==> config.mk <==
export PLATFORM = sky130hd
export DESIGN_NAME = seq_mult4_ctrl
export DESIGN_NICKNAME = d
export VERILOG_FILES = /design/src/rtl/seq_mult4_ctrl.sv
export SDC_FILE = /design/constraint.sdc
export NUM_CORES = 1
export LEC_CHECK = 0
export CORE_MARGIN = 5
export CORE_UTILIZATION = 39
export CTS_CLUSTER_SIZE = 16
export DETAILED_ROUTE_END_ITERATION = 12
export GPL_TIMING_DRIVEN = 0
export PLACE_DENSITY = 0.72
export SKIP_CTS_REPAIR_TIMING = 1
export SLEW_MARGIN = 20
export SYNTH_ARGS = -nofsm -noshare
export SYNTH_HDL_FRONTEND = slang
export SYNTH_SLANG_ARGS = --single-unit
==> constraint.sdc <==
create_clock -name clk -period 1 [get_ports clk]
set_input_delay 0.1 -clock clk [delete_from_list [all_inputs] [get_ports clk]]
set_output_delay 0.1 -clock clk [all_outputs]
set_load 0.005 [all_outputs]
==> src/rtl/seq_mult4_ctrl.sv <==
// rtl/seq_mult4_ctrl.sv - shift-and-add unsigned multiplier controller around an external adder
// Drives the adder operands each RUN cycle and shifts {cout, sum} back into A:Q.
module seq_mult4_ctrl #(
    parameter int WIDTH = 4
) (
    input  logic               clk,
    input  logic               rst,
    input  logic               start,
    input  logic [WIDTH-1:0]   mcand,
    input  logic [WIDTH-1:0]   mplier,
    output logic               busy,
    output logic               done,
    output logic [2*WIDTH-1:0] product,
    output logic [WIDTH-1:0]   add_a,
    output logic [WIDTH-1:0]   add_b,
    output logic               add_cin,
    input  logic [WIDTH-1:0]   add_s,
    input  logic               add_cout
);

    localparam int CW = (WIDTH > 1) ? $clog2(WIDTH) : 1;
    localparam logic [CW-1:0] CNT_LAST = CW'(WIDTH - 1);

    typedef enum logic [1:0] {
        ST_IDLE,
        ST_RUN,
        ST_DONE
    } state_t;

    state_t               state_q, state_d;
    logic [WIDTH-1:0]     m_q, m_d;
    logic [WIDTH-1:0]     q_q, q_d;
    logic [WIDTH-1:0]     a_q, a_d;
    logic [CW-1:0]        cnt_q, cnt_d;
    logic [2*WIDTH-1:0]   product_q, product_d;

    always_comb begin
        state_d   = state_q;
        m_d       = m_q;
        q_d       = q_q;
        a_d       = a_q;
        cnt_d     = cnt_q;
        product_d = product_q;
        case (state_q)
            ST_IDLE: begin
                if (start) begin
                    m_d     = mcand;
                    q_d     = mplier;
                    a_d     = '0;
                    cnt_d   = '0;
                    state_d = ST_RUN;
                end
            end
            ST_RUN: begin
                // The carry-out becomes the new A MSB, so no product bit is lost.
                a_d   = {add_cout, add_s[WIDTH-1:1]};
                q_d   = {add_s[0], q_q[WIDTH-1:1]};
                cnt_d = cnt_q + CW'(1);
                if (cnt_q == CNT_LAST) begin
                    product_d = {a_d, q_d};
                    state_d   = ST_DONE;
                end
            end
            ST_DONE: begin
                state_d = ST_IDLE;
            end
            default: begin
                state_d = ST_IDLE;
            end
        endcase
    end

    always_ff @(posedge clk) begin
        if (rst) begin
            state_q   <= ST_IDLE;
            m_q       <= '0;
            q_q       <= '0;
            a_q       <= '0;
            cnt_q     <= '0;
            product_q <= '0;
        end else begin
            state_q   <= state_d;
            m_q       <= m_d;
            q_q       <= q_d;
            a_q       <= a_d;
            cnt_q     <= cnt_d;
            product_q <= product_d;
        end
    end

    assign busy    = (state_q != ST_IDLE);
    assign done    = (state_q == ST_DONE);
    assign product = product_q;
    assign add_a   = a_q;
    assign add_b   = ((state_q == ST_RUN) && q_q[0]) ? m_q : '0;
    assign add_cin = 1'b0;

endmodule

==> results.cfg <==
[floorplan]
core-area_um2 = 2430
rows = 18
io_pins = 35
die_w_um = 60.2
start_util_pct = 40.3
die-area_um2 = 3620
dieHeight_um = 60.2

[sta]
drv_slew = 0
fmax_mhz = 727
min_period_over_period_pct = 138
finClkSkew_ns = 0.00148
setup_slack_ns = -0.375
hold_viol_final = 0
setup_violations = 30
rsz0062_at_grt = yes
period_needed_ns = 1.38

[worst_setup_path]
crit_path_end_kind = primary output
worst_path_most_repeated_cell = buf_6
crit_required_ns = 0.90
worstPathArrival_ns = 1.28
r2r_slack_ns = -0.29
crit_buf_inv = 2
path_max_fanout = 6
cp_cell_sequence = and2b_1 > buf_6 > and3_4 > buf_6
critPathLaunchType = register
path_delay_family = simple AND/OR/NAND/NOR gates
critical-path-max-stage-delay_ns = 0.37
slowest_stage = dfxtp_4
worstSetupPathType = reg -> out

[detailed_routing]
drt-initial-drc-count = 52
final_antenna_net_count = 0
avgRoutedWirePerCell_um = 15.7
drt-pass1-iter-count = 4
routed_wirelength_mm = 2.92
vias_per_cell = 5.10
route.detailed.drc = 0
vias = 948

[yosys]
yosysWarnings = 0
synth_top_area_share_pct = 49.0
synth-seq-cells = 24
synth-edff-count = 0
syn_inst = 106
yosys.area.top_type = dfxtp_1
seq_area_frac_synth_pct = 49.0
synth.avg_cell_area_um2 = 9.25
netlist_area_um2 = 981
synth_flop_cell = dfxtp_1
ys_top_cells_by_area = dfxtp_1, mux2i_1, nand2_1, nor2_1, a21oi_1
synth.distinct_cells = 25
synth-async-reset-ratio_pct = 0
synthesis.nets = 123

[grt]
grt_pass1_vias = 832
grt_max_degree = 15
grt_pass1_wl_mm = 3.59
overflow = 0
antenna_found_initial = 0
grt_use_total_pct = 13.1

[run]
maxCapViolCount = 0

[finish]
drive_above_1_share_pct = 57.1
final_net_count = 174
diodes = 0
layoutNonFillerInstCount = 186
syn2layout_area_growth_pct = 84.3
final_area_um2 = 1810
final_core_util_pct = 74.3

[clock_network]
cts_buffers = 3
cts.sinks = 24
clkTransAtPathRegs_ns = 0.13
cts_tree = built
ctsHtreeMaxLevel = 1
insertion_delay_ns = 0.32
clk_path_buf_depth = 2
root_buffer = clkbuf_4

[pwr]
power.leakage_nw = 0.879
p_int_mw = 1.63
p_clk_share_pct = 33.0
ir_drop_mv = 1.27
combPwrFrac_pct = 18.1
switching_share_pct = 23.1
p_sw_mw = 0.490
power_density_nw_per_um2 = 1170
p_seq_share_pct = 48.9

[place]
placedCellCount = 169
port_buffers = 33
dp_hpwl_mm = 1.76
finalWeightedCongestion = 0.699
placed_area_um2 = 1420

[run_status]
violations = setup timing
outcome = finished, violations left

[min_path]
hold_path.class = in -> reg
## worst reg2reg max path, delay by kind of cell (launching register included)
kind | cells | cell delay, ns
flip-flops | 1 | 0.39
buffers and inverters | 3 | 0.39
AND/OR/NAND/NOR | 2 | 0.22
AO/OA/AOI/OAI | 1 | 0.17
## Yosys cell counts, types with 2 or more instances
cell type	n
nor2_1	15
a22oi_1	5
nand2_1	16
buf_6	2
and3_1	4
clkbuf_1	2
buf_4	2
mux2i_1	9
a21oi_1	8
dfxtp_1	24
a211oi_1	5
## area by class of cell
cell class	instances	area [um^2]
Buffer	6	53.8
Multi-Input combinational cell	73	639
Clock buffer	3	22.5
Inverter	1	3.75
Clock inverter	1	30.0
Fill cell	176	624
Tap cell	30	37.5
Timing Repair Buffer	48	515
Sequential cell	24	505
## through the flow
stage	hold slack, ns	TNS (ns)	setup slack (ns)	power, mW
floorplan	0.171	-0.852	-0.0962	1.20
global placement	0.448	-9.77	-0.544	1.32
detailed placement	0.458	-10.38	-0.559	1.32
CTS	0.366	-12.84	-0.924	2.01
global route	0.380	-8.20	-0.442	2.21
finish	0.394	-6.62	-0.375	2.12
## state kept, by name, indices dropped and copies added (netlist names)
| signal | flops |
|---|---|
| cnt_q | 2 |
| product | 8 |
| m_q | 4 |
| add_a | 4 |
| q_q | 4 |
| state_q | 2 |
## metal layers
layer  vias up  GRT usage (%)  wire length [um]
li1        461              -                 -
met1       449           15.2              1210
met2        31           22.5              1480
met3         7           5.40               182
met4         0           2.53                47
met5         -              0                 0
## path summary, 6_finish.rpt
path	start	end	depth (start not counted)
hold / removal	add_s[1]	product[4]$_SDFFE_PP0P_	3
setup / recovery	state_q[1]$_SDFFE_PP0P_	add_b[3]	4
setup reg to reg	state_q[0]$_SDFFE_PP0P_	add_a[2]$_SDFFE_PP0P_	6
hold reg to reg	product[4]$_SDFFE_PP0P_	product[4]$_SDFFE_PP0P_	2
## power by group through the flow
stage / logic [mW] / registers (mW) / clock network [mW]
global route: 0.414 / 1.04 / 0.756
finish: 0.383 / 1.04 / 0.699
detailed placement: 0.269 / 1.05 / 0
global placement: 0.264 / 1.05 / 0
floorplan: 0.151 / 1.05 / 0
CTS: 0.271 / 1.03 / 0.702
## cells in the final DEF (no fill, tap or decap), types with 2 or more instances in the layout
master | Yosys | layout
and3_4 | 0 | 4
buf_4 | 2 | 5
dfxtp_2 | 0 | 14
nor2_2 | 0 | 3
clkdlybuf4s50_1 | 0 | 15
nand2_2 | 0 | 5
nand2_1 | 16 | 7
a22oi_2 | 0 | 5
clkbuf_4 | 0 | 3
nor2_1 | 15 | 12
mux2i_2 | 0 | 2
mux2i_1 | 9 | 7
a21oi_2 | 0 | 8
buf_6 | 2 | 18
clkbuf_2 | 1 | 2
dfxtp_1 | 24 | 8
dfxtp_4 | 0 | 2
a211oi_2 | 0 | 5
dlymetal6s2s_1 | 0 | 12
nand2_4 | 0 | 4
## cells by family (layout without fill, tap and decap cells)
family	count (synthesis)	after routing	synth area share, %
other	1	1	0.382
muxes	9	9	9.18
DFF	24	24	49.0
adders and majority gates	1	1	1.28
buffers and inverters	9	59	5.99
AOI/OAI and AO/OA	20	20	13.5
and+or+nand+nor	42	42	20.7
Note: power is estimated with default switching activity, not from simulation.
